File: config.mk
export PLATFORM = sky130hd
export DESIGN_NAME = oam_dma_ctrl
export DESIGN_NICKNAME = d
export VERILOG_FILES = /design/src/rtl/oam_dma_ctrl.sv
export SDC_FILE = /design/constraint.sdc
export NUM_CORES = 1
export LEC_CHECK = 0
export ABC_AREA = 1
export BUFFER_PORTS_ARGS = -buffer_cell sky130_fd_sc_hd__buf_2
export CAP_MARGIN = 20
export CORE_AREA = 8 8 76 61
export DETAILED_ROUTE_END_ITERATION = 10
export DIE_AREA = 0 0 84 69
export PLACE_DENSITY_LB_ADDON = 0.25
export SKIP_CTS_REPAIR_TIMING = 1
export SLEW_MARGIN = 5
export SYNTH_ARGS = -nofsm -noshare
export SYNTH_HDL_FRONTEND = slang
export SYNTH_SLANG_ARGS = --single-unit
export TNS_END_PERCENT = 50
File: constraint.sdc
create_clock -name clk -period 3.45 [get_ports clk]
set_clock_uncertainty 0.05 [all_clocks]
set_input_delay 0.69 -clock clk [delete_from_list [all_inputs] [get_ports clk]]
set_output_delay 0.69 -clock clk [all_outputs]
set_load 0.03 [all_outputs]
File: src/rtl/oam_dma_ctrl.sv
// Sprite DMA controller: a write to $4014 stalls the CPU and copies one 256-byte
// page to the PPU OAM data port ($2004) using get/put M2 cycle alternation.
module oam_dma_ctrl (
  input  logic        clk,
  input  logic        rst,
  input  logic        ph2_rising,
  input  logic        ph2_falling,
  input  logic [15:0] cpu_addr,
  input  logic        cpu_rnw,
  input  logic [7:0]  cpu_wdata,
  input  logic [7:0]  mem_rdata,
  output logic [15:0] mem_addr,
  output logic        mem_rnw,
  output logic [7:0]  mem_wdata,
  output logic        cpu_rdy,
  output logic        dma_busy,
  output logic        dma_done
);

  localparam logic [15:0] DMA_REG_ADDR  = 16'h4014;
  localparam logic [15:0] OAM_DATA_ADDR = 16'h2004;

  typedef enum logic [2:0] {
    IDLE  = 3'd0,
    HALT  = 3'd1,
    ALIGN = 3'd2,
    READ  = 3'd3,
    WRITE = 3'd4
  } state_t;

  state_t     state;
  state_t     state_next;
  logic       parity;
  logic [7:0] page;
  logic [7:0] idx;
  logic [7:0] data_byte;
  logic       ph2_rising_unused;

  // ph2_rising is a timing reference only; nothing here depends on it.
  assign ph2_rising_unused = ph2_rising;

  always_comb begin
    state_next = state;
    if (ph2_falling) begin
      case (state)
        IDLE:    if (cpu_addr == DMA_REG_ADDR && !cpu_rnw) state_next = HALT;
        HALT:    state_next = parity ? READ : ALIGN;
        ALIGN:   state_next = READ;
        READ:    state_next = WRITE;
        WRITE:   state_next = (idx == 8'hFF) ? IDLE : READ;
        default: state_next = IDLE;
      endcase
    end
  end

  always_ff @(posedge clk) begin
    if (rst) begin
      state     <= IDLE;
      parity    <= 1'b0;
      page      <= 8'h00;
      idx       <= 8'h00;
      data_byte <= 8'h00;
      cpu_rdy   <= 1'b1;
      dma_busy  <= 1'b0;
      dma_done  <= 1'b0;
    end else begin
      state    <= state_next;
      cpu_rdy  <= (state_next == IDLE);
      dma_busy <= (state_next != IDLE);
      dma_done <= (state == WRITE) && (state_next == IDLE);
      if (ph2_falling) parity <= ~parity;
      if (state == IDLE && state_next == HALT) begin
        page <= cpu_wdata;
        idx  <= 8'h00;
      end
      // Memory manager clears its output on this same edge; capture pre-clear value.
      if (state == READ && ph2_falling) data_byte <= mem_rdata;
      if (state == WRITE && state_next == READ) idx <= idx + 8'd1;
    end
  end

  always_comb begin
    mem_addr  = cpu_addr;
    mem_rnw   = cpu_rnw;
    mem_wdata = cpu_wdata;
    case (state)
      HALT, ALIGN: mem_rnw = 1'b1;
      READ: begin
        mem_addr = {page, idx};
        mem_rnw  = 1'b1;
      end
      WRITE: begin
        mem_addr  = OAM_DATA_ADDR;
        mem_rnw   = 1'b0;
        mem_wdata = data_byte;
      end
      default: ;
    endcase
  end

endmodule

==> flow_metrics.py, run 1 <==
metrics = {
    "timing": {
        "setup_viol": 0,
        "period_minus_slack_ns": 2.649,
        "relSlewSlack_pct": 71.91,
        "final_max_slew_viol_count": 0,
        "finalHoldViolCount": 0,
        "rsz0062_at_grt": "false",
        "tightest_slew_ns": 0.4210,
        "max_freq_mhz": 377.5,
        "fin_setup_tns_ns": 0,
        "min_period_over_period_pct": 76.78,
    },
    "global_route": {
        "met3_usage_pct": 6.221,
        "top_usage_layer": "met2",
        "grt_usage_pct": 16.75,
        "grt_pass1_vias": 1709,
        "grt_max_degree": 21,
        "grt_use_met2_pct": 23.01,
        "use_met1_pct": 22.71,
        "antenna_found_initial": 0,
        "grt_pass1_wl_mm": 8.183,
        "overflow": 0,
    },
    "floorplan": {
        "core_mm2": 0.003495,
        "rows": 19,
        "start_util_pct": 50.05,
        "dieArea_mm2": 0.005796,
        "ios": 65,
        "die_y_um": 69,
        "die_width_um": 84,
    },
    "drt": {
        "drc": 0,
        "ant_nets": 0,
        "vias": 1849,
        "routed_via_density": 5.038,
        "first_iter_violations": 166,
        "drt_wl_total_mm": 4.841,
        "wl_per_cell_um": 13.19,
        "drt_pass1_iterations": 4,
    },
    "synthesis": {
        "yosys.cell_types.count": 30,
        "synth_area_mm2": 0.001749,
        "netlist_instances": 263,
        "synth-main-ff-cell": "dfxtp_1",
        "ys_warn_count": 0,
        "synthArstFlopShare_pct": 0,
        "synth_edf_count": 0,
        "synth_area_per_cell_um2": 6.651,
        "yosysSeqAreaShare_pct": 35.48,
        "ys_ff_latch": 31,
        "syn-num-nets": 301,
    },
    "finish": {
        "final_cells": 367,
        "syn2layout_area_growth_pct": 23.10,
        "drive_above_1_share_pct": 27.38,
        "n_fill_cell": 363,
        "n_antenna_cell": 0,
        "postLayoutCellArea_mm2": 0.002153,
        "final_nets": 362,
    },
    "critical_path": {
        "path_cells": "inv_1, nor3_4, nor2_2, inv_1, nor2_1, a21oi_1, buf_2",
        "end_kind": "primary output",
        "rr_startpoint": "state[0]$_SDFF_PP0_",
        "worst-path-max-fanout": 12,
        "path_class": "reg -> out",
        "path_delay_family": "buffers and inverters",
        "cp_common_cell": "inv_1",
        "critPathLaunch": "state[0]$_SDFF_PP0_",
        "worst-path-buf-inv": 3,
        "slowest_delay_ns": 0.40,
        "slowest_stage": "dfxtp_1",
        "critical_path_arrival_ns": 1.91,
        "cp.required_ns": 2.71,
        "start_kind": "flop",
    },
    "cts": {
        "clock_path_buffers": 2,
        "cts_tree": "done",
        "path_clk_slew_ns": 0.06,
        "cts.sinks": 31,
        "root_buffer": "clkbuf_8",
        "clk_latency_ns": 0.28,
        "numCtsBuffers": 5,
        "cts_max_level": 2,
    },
    "power": {
        "p_leak_nw": 1.033,
        "comb_power_share_pct": 23.1,
        "p_int_mw": 0.5779,
        "power_switching_share_pct": 32.21,
        "peakVddDrop_v": 0.0003051,
        "p_switching_mw": 0.2746,
        "p_clk_share_pct": 32.1,
        "power_density_mw_per_mm2": 395.9,
        "seqPwrFrac_pct": 44.8,
    },
    "placed_design": {
        "place_area_mm2": 0.002072,
        "dp_hpwl_mm": 3.685,
        "dp_cells": 359,
        "io_buffers": 63,
        "place_congestion": 0.8534,
    },
    "outcome": {
        "status": "finished, final reports clean",
    },
    "hold_path": {
        "min_from": "data_byte[6]$_SDFFE_PP0P_",
        "hp-class": "reg -> reg",
    },
    "job": {
        "cap_violations": 0,
    },
}
## worst register-to-register path, delay by kind of cell, from the launching register on
family          cells  cell delay [ns]
flops               1             0.35
buf+inv             3             0.63
compound gates      1             0.12
simple gates        5             0.76
## final cells by class
cell class / instances / area (um^2) / area share, %
multi-input cells: 178 / 904.6 / 42.01
flip-flops and latches: 31 / 620.6 / 28.82
repair buffers: 65 / 330.3 / 15.34
inverters: 43 / 163.9 / 7.612
clock buffers: 7 / 76.32 / 3.544
well taps: 42 / 52.55 / 2.440
clock inverters: 1 / 5.005 / 0.2324
## path summary, 6_finish.rpt
| check | to | cells past startpoint | slack [ns] |
|---|---|---|---|
| hold / removal | data_byte[6]$_SDFFE_PP0P_ | 2 | 0.41 |
| hold reg to reg | data_byte[6]$_SDFFE_PP0P_ | 2 | 0.41 |
| setup / recovery | mem_addr[13] | 7 | 0.80 |
| setup reg to reg | page[1]$_SDFFE_PP0P_ | 9 | 1.43 |
## per-layer routing
layer | share of wire [%] | vias up
met5 | 0 | -
met4 | 1.3 | 0
met3 | 9.1 | 7
met2 | 41 | 62
met1 | 49 | 814
li1 | - | 966
## cell usage after synthesis (2+ instances only)
cell,n,area share (%)
nand2_1,58,12
inv_1,40,8.6
dfxtp_1,31,35
a21oi_1,25,7.2
nand3_1,25,7.2
nor2_1,21,4.5
o21ai_0,19,5.4
o22ai_1,7,2.5
buf_2,6,1.7
a21oi_2,2,1.0
buf_1,2,0.43
clkbuf_1,2,0.43
inv_2,2,0.43
nand2_2,2,0.72
nand3b_1,2,0.86
nand4_1,2,0.72
nor2_2,2,0.72
or2_2,2,0.72
xor2_1,2,1.0
## logic make-up (layout without fill, tap and decap cells)
family                     Yosys count  in the layout  synth area share (%)
AOI/OAI and AO/OA                   53             53                 16.09
xor gates and xnor gates             3              3                 1.502
adders and majority gates            1              1                0.7152
buffers and inverters               54            116                 12.80
DFF                                 31             31                 35.48
and+or+nand+nor                    121            121                 33.40
## sequential cells by signal, indices dropped and copies added (netlist names)
name	flops
dma_done	1
page	8
dma_busy	1
data_byte	8
cpu_rdy	1
idx	8
parity	1
state	3
## cells in the final DEF, fill, tap and decap left out, types with 2 or more instances in the layout
master,synthesis,final
nor2_2,2,2
buf_2,6,63
nand2_1,58,58
xor2_1,2,2
dfxtp_1,31,31
or2_2,2,2
nor2_1,21,21
inv_1,40,40
nand2_2,2,2
nand3_1,25,25
buf_4,0,2
clkbuf_1,2,2
a21oi_2,2,2
nand4_1,2,2
nand3b_1,2,2
o22ai_1,7,7
a21oi_1,25,25
o21ai_0,19,19
inv_2,2,2
clkbuf_8,0,5
## metrics by stage
| step | total power, mW | setup slack (ns) | utilization [%] | hold slack [ns] |
|---|---|---|---|---|
| 3_3_place_gp | 0.5828 | 1.116 | 59.29 | 0.4005 |
| 3_5_place_dp | 0.5850 | 1.104 | 59.29 | 0.4042 |
| 4_1_cts | 0.8564 | 0.7938 | 61.62 | 0.4125 |
| 5_1_grt | 0.8959 | 0.6082 | 61.62 | 0.4349 |
| 6_report | 0.8525 | 0.8013 | 61.62 | 0.4115 |
| 2_1_floorplan | 0.5270 | 0.9069 | - | 0.3910 |
## power by group through the flow
stage,sequential (mW),combinational [mW],clock (mW)
after floorplan,0.394,0.133,0
after global placement,0.389,0.194,0
after detailed placement,0.390,0.195,0
after CTS,0.382,0.197,0.278
after global routing,0.383,0.217,0.296
final,0.382,0.197,0.274
No activity file was read; power rests on OpenSTA's default activity.
==> run 2, diff against run 1 <==
--- a/config.mk
+++ b/config.mk
@@ -5,12 +5,12 @@
 export SDC_FILE = /design/constraint.sdc
 export NUM_CORES = 1
 export LEC_CHECK = 0
-export ABC_AREA = 1
+export ABC_AREA = 0
 export BUFFER_PORTS_ARGS = -buffer_cell sky130_fd_sc_hd__buf_2
 export CAP_MARGIN = 20
-export CORE_AREA = 8 8 76 61
+export CORE_AREA = 8 8 84 68
 export DETAILED_ROUTE_END_ITERATION = 10
-export DIE_AREA = 0 0 84 69
+export DIE_AREA = 0 0 92 76
 export PLACE_DENSITY_LB_ADDON = 0.25
 export SKIP_CTS_REPAIR_TIMING = 1
 export SLEW_MARGIN = 5
==> constraint.sdc (replaced) <==
create_clock -name clk -period 2.3 [get_ports clk]
set_clock_uncertainty 0.05 [all_clocks]
set_input_delay 0.46 -clock clk [delete_from_list [all_inputs] [get_ports clk]]
set_output_delay 0.46 -clock clk [all_outputs]
set_load 0.03 [all_outputs]
==> flow_metrics.py, run 2 <==
metrics = {
    "outcome": {
        "status": "finished, final reports clean",
    },
    "synthesis": {
        "synth_area_mm2": 0.001892,
        "syn-num-nets": 274,
        "yosysSeqAreaShare_pct": 32.80,
        "netlist_instances": 236,
        "ys_warn_count": 0,
        "yosys-top-cells-area": "dfxtp_1, nand2_1, a22o_1",
        "synthArstFlopShare_pct": 0,
        "synth_area_per_cell_um2": 8.016,
        "yosys.cell_types.count": 52,
        "synth_common_cells": "nand2_1, dfxtp_1, a21oi_1",
        "synthMostInstantiatedCell": "nand2_1",
        "synth.top_cell.area_share_pct": 32.80,
        "ys_ff_latch": 31,
        "synth_edf_count": 0,
        "synth_top_area_cell": "dfxtp_1",
        "synth-main-ff-cell": "dfxtp_1",
    },
    "placed_design": {
        "place_area_mm2": 0.002271,
        "io_buffers": 63,
        "place_congestion": 0.8244,
        "dp_hpwl_mm": 4.389,
        "dp_cells": 350,
        "dpl_worst_slack_ns": 0.2559,
    },
    "power": {
        "p_leak_nw": 1.012,
        "totalPowerFinal_mw": 1.340,
        "power_density_mw_per_mm2": 559.4,
        "peakVddDrop_v": 0.0002759,
    },
    "finish": {
        "fin_util_pct": 53.08,
        "postLayoutCellArea_mm2": 0.002396,
        "syn2layout_area_growth_pct": 26.65,
        "layout_common_cells": "buf_2, nand2_1, dfxtp_1",
        "n_antenna_cell": 0,
        "final_cells": 358,
        "final_nets": 335,
        "drive_above_1_share_pct": 33.22,
        "mostFrequentLayoutCell": "buf_2",
        "reg_top3": "data_byte (8), idx (8), page (8)",
    },
    "cts": {
        "cts.sinks": 31,
        "path_clk_slew_ns": 0.07,
        "cts_max_level": 2,
        "numCtsBuffers": 5,
        "clock_path_buffers": 2,
        "root_buffer": "clkbuf_8",
        "clk_latency_ns": 0.29,
        "cts_tree": "done",
    },
    "floorplan": {
        "die_y_um": 76,
        "die_width_um": 92,
        "core_mm2": 0.004514,
        "rows": 22,
        "ios": 65,
        "start_util_pct": 41.91,
        "dieArea_mm2": 0.006992,
    },
    "global_route": {
        "grt_max_degree": 24,
        "grt_pass1_wl_mm": 9.680,
        "grt_usage_pct": 16.79,
        "use_met1_pct": 21.73,
        "met3_usage_pct": 5.315,
        "overflow": 0,
        "antenna_found_initial": 0,
        "grt_use_met2_pct": 25.68,
        "grt_pass1_vias": 1991,
        "top_usage_layer": "met2",
    },
    "critical_path": {
        "worst-path-max-fanout": 16,
        "r2r-end": "page[2]$_SDFFE_PP0P_",
        "slowest_delay_ns": 0.49,
        "critical_path_arrival_ns": 1.69,
        "end_kind": "primary output",
        "r2r_cells": 4,
        "cp.required_ns": 1.79,
        "worst-path-buf-inv": 2,
        "path_delay_family": "flip-flops",
        "slowest_stage": "dfxtp_1",
        "path_cells": "and3b_1, buf_4, a22o_1, buf_2",
        "reg2reg_slack_ns": 0.38,
        "rr_startpoint": "state[0]$_SDFF_PP0_",
        "path_class": "reg -> out",
        "start_kind": "flop",
    },
    "drt": {
        "vias": 2016,
        "routed_via_density": 5.631,
        "first_iter_violations": 202,
        "drc": 0,
        "drt_wl_total_mm": 5.820,
        "drt_pass1_iterations": 4,
        "wl_per_cell_um": 16.26,
        "ant_nets": 0,
    },
    "timing": {
        "fin_setup_tns_ns": 0,
        "setup_viol": 0,
        "finalHoldViolCount": 0,
        "tightest_slew_ns": 0.5403,
        "period_minus_slack_ns": 2.197,
        "relSlewSlack_pct": 63.65,
        "worst_slack_ns": 0.1025,
        "rsz0062_at_grt": "false",
        "max_freq_mhz": 455.1,
        "final_max_slew_viol_count": 0,
        "min_period_over_period_pct": 95.54,
        "hold_slack_ns": 0.3515,
    },
    "hold_path": {
        "hold_depth": 3,
        "min_to": "data_byte[7]$_SDFFE_PP0P_",
        "hp-class": "in -> reg",
        "min_from": "mem_rdata[7]",
    },
    "job": {
        "cap_violations": 0,
    },
}
[run 2: cell count changes after synthesis, sizes merged, moves of 4 or more]
cell,previous run,this run
nand2,60,49
nor3,1,7
o21ai,19,14
a22o,0,14
o31ai,0,8
inv,43,2
clkbuf,2,11
a21oi,27,20
nor2,24,5
nand4,4,10
nor3b,0,4
o22ai,7,1
nand3,27,3
[run 2: report_power, final]
part,total (mW),internal [mW],switching [mW]
clock,0.561,0.350,0.211
combinational,0.227,0.0855,0.141
sequential,0.553,0.544,0.00863
[run 2: cells by family after synthesis]
logic type	after synthesis	share of synthesized area (%)
fa+ha+maj	1	0.6613
mux	1	0.5952
compound gates	72	26.52
xor+xnor	1	0.4630
flops	31	32.80
simple gates	108	33.60
buf+inv	22	5.357
[run 2: cell type report]
type                    count  area, um^2
repair buffers             74       397.9
inverters                   2       7.507
fillers                   450        2118
flip-flops and latches     31       623.1
well taps                  60       75.07
multi-input cells         183        1175
clock inverters             2       35.03
clock buffers               6       82.58
[run 2: how the worst max path moves through the flow]
stage                     endpoint  slack, ns                 from  cells after the start
2_1_floorplan          mem_addr[0]       0.25  state[2]$_SDFF_PP0_                      6
3_3_place_gp   state[0]$_SDFF_PP0_       0.26          cpu_addr[9]                      5
3_5_place_dp   idx[1]$_SDFFE_PP0P_       0.26          cpu_addr[9]                      5
4_1_cts                mem_addr[5]      -0.02  state[0]$_SDFF_PP0_                      5
5_1_grt               mem_addr[11]       0.01  state[1]$_SDFF_PP0_                      4
6_report              mem_addr[15]       0.10  state[1]$_SDFF_PP0_                      4
[run 2: worst min-delay path: cells and delay by family]
family	cells	cell delay (ns)
AOI/OAI and AO/OA	1	0.05
buffers and inverters	1	0.09
and+or+nand+nor	1	0.04
[run 2: metal layers]
metal	wire, um	vias up
met5	0	-
met4	57	0
met3	616	6
met2	2553	87
met1	2591	928
li1	-	995
==> run 3, diff against run 2 <==
--- a/config.mk
+++ b/config.mk
@@ -8,9 +8,9 @@
 export ABC_AREA = 0
 export BUFFER_PORTS_ARGS = -buffer_cell sky130_fd_sc_hd__buf_2
 export CAP_MARGIN = 20
-export CORE_AREA = 8 8 84 68
+export CORE_AREA = 2 2 75 59
 export DETAILED_ROUTE_END_ITERATION = 10
-export DIE_AREA = 0 0 92 76
+export DIE_AREA = 0 0 77 61
 export PLACE_DENSITY_LB_ADDON = 0.25
 export SKIP_CTS_REPAIR_TIMING = 1
 export SLEW_MARGIN = 5
==> constraint.sdc (replaced) <==
create_clock -name clk -period 2.5 [get_ports clk]
set_clock_uncertainty 0.05 [all_clocks]
set_input_delay 0.5 -clock clk [delete_from_list [all_inputs] [get_ports clk]]
set_output_delay 0.5 -clock clk [all_outputs]
set_load 0.03 [all_outputs]
==> flow_metrics.py, run 3 (synthesis results as in run 2) <==
metrics = {
    "global_route": {
        "overflow": 0,
        "antenna_found_initial": 0,
        "grt_usage_pct": 23.46,
        "grt_pass1_wl_mm": 8.383,
        "grt_max_degree": 38,
        "grt_pass1_vias": 1656,
    },
    "timing": {
        "setup_viol": 0,
        "max_freq_mhz": 434.9,
        "period_minus_slack_ns": 2.299,
        "finalHoldViolCount": 0,
        "rsz0062_at_grt": "false",
        "hold_slack_ns": 0.3946,
        "worst_slack_ns": 0.2006,
        "fin_setup_tns_ns": 0,
        "min_period_over_period_pct": 91.98,
        "relSlewSlack_pct": 57.06,
        "tightest_slew_ns": 0.6441,
        "final_max_slew_viol_count": 0,
    },
    "critical_path": {
        "critical_path_arrival_ns": 1.75,
        "endpoint": "mem_addr[2]",
        "r2r_cells": 4,
        "cp.required_ns": 1.95,
        "end_kind": "primary output",
        "critPathLaunch": "state[2]$_SDFF_PP0_",
        "worst-path-max-fanout": 10,
        "path_class": "reg -> out",
        "r2r-end": "page[4]$_SDFFE_PP0P_",
        "rr_startpoint": "state[0]$_SDFF_PP0_",
        "start_kind": "flop",
        "reg2reg_slack_ns": 0.56,
    },
    "floorplan": {
        "dieArea_mm2": 0.004697,
        "die_y_um": 61,
        "start_util_pct": 47.85,
        "ios": 65,
        "rows": 20,
        "die_width_um": 77,
        "core_mm2": 0.003954,
    },
    "placed_design": {
        "place_congestion": 0.7996,
        "dp_hpwl_mm": 3.770,
        "dpl_worst_slack_ns": 0.3905,
        "io_buffers": 63,
    },
    "drt": {
        "ant_nets": 0,
        "drt_pass1_iterations": 4,
        "routed_via_density": 5.655,
        "drt_wl_total_mm": 5.280,
        "wl_per_cell_um": 15.17,
        "vias": 1968,
        "drc": 0,
        "first_iter_violations": 157,
    },
    "finish": {
        "final_nets": 330,
        "n_antenna_cell": 0,
        "layout_common_cells": "buf_2, nand2_1, dfxtp_1",
        "mostFrequentLayoutCell": "buf_2",
        "syn2layout_area_growth_pct": 24.14,
        "reg_top3": "data_byte (8), idx (8), page (8)",
        "n_fill_cell": 376,
        "drive_above_1_share_pct": 32.42,
    },
    "hold_path": {
        "hold_depth": 3,
        "hp-class": "in -> reg",
    },
    "cts": {
        "clk_latency_ns": 0.28,
        "clock_path_buffers": 2,
        "cts.sinks": 31,
        "cts_max_level": 2,
        "root_buffer": "clkbuf_8",
        "path_clk_slew_ns": 0.07,
        "numCtsBuffers": 5,
        "cts_tree": "done",
    },
    "power": {
        "totalPowerFinal_mw": 1.223,
        "peakVddDrop_v": 0.0003189,
        "power_density_mw_per_mm2": 520.6,
        "p_leak_nw": 0.9848,
    },
    "outcome": {
        "status": "finished, final reports clean",
    },
    "job": {
        "cap_violations": 0,
    },
}
-- run 3: through the flow --
stage | std cells | util, % | instance area [um^2]
global placement | 340 | 56.33 | 2227
detailed placement | 340 | 56.33 | 2227
finish | 348 | 59.40 | 2349
global route | 348 | 59.40 | 2349
CTS | 348 | 59.30 | 2345
floorplan | 236 | - | 1892
-- run 3: where the power goes --
| group | switching (mW) | internal, mW |
|---|---|---|
| registers | 0.00965 | 0.501 |
| logic | 0.126 | 0.0735 |
| clock network | 0.191 | 0.322 |
| total | 0.326 | 0.897 |
-- run 3: metal layers --
layer | up-vias | routed length (um) | GRT usage [%] | share of wire (%)
li1 | 986 | - | - | -
met1 | 896 | 2570 | 34.49 | 49
met2 | 79 | 2234 | 33.46 | 42
met3 | 7 | 416 | 6.250 | 7.9
met4 | 0 | 59 | 7.653 | 1.1
met5 | - | 0 | 0 | 0
-- run 3: critical path, cell delays in order, from the launching register on --
cell     delay, ns
dfxtp_2       0.42
buf_4         0.17
or3b_1        0.36
nand2_1       0.14
o22a_1        0.17
buf_2         0.20
-- run 3: how the worst min path moves through the flow --
stage	start	endpoint	slack [ns]
after CTS	mem_rdata[2]	data_byte[2]$_SDFFE_PP0P_	0.39
after global routing	mem_rdata[6]	data_byte[6]$_SDFFE_PP0P_	0.38
after detailed placement	data_byte[2]$_SDFFE_PP0P_	data_byte[2]$_SDFFE_PP0P_	0.40
after floorplan	data_byte[0]$_SDFFE_PP0P_	data_byte[0]$_SDFFE_PP0P_	0.39
final	mem_rdata[1]	data_byte[1]$_SDFFE_PP0P_	0.39
after global placement	data_byte[1]$_SDFFE_PP0P_	data_byte[1]$_SDFFE_PP0P_	0.39
-- run 3: final cells by class --
type | instances | area [um^2] | area share [%]
multi-input cells | 183 | 1170 | 49.81
flip-flops and latches | 31 | 624.3 | 26.59
repair buffers | 69 | 360.3 | 15.34
clock buffers | 6 | 82.58 | 3.516
well taps | 55 | 68.82 | 2.930
clock inverters | 2 | 35.03 | 1.492
inverters | 2 | 7.507 | 0.3197
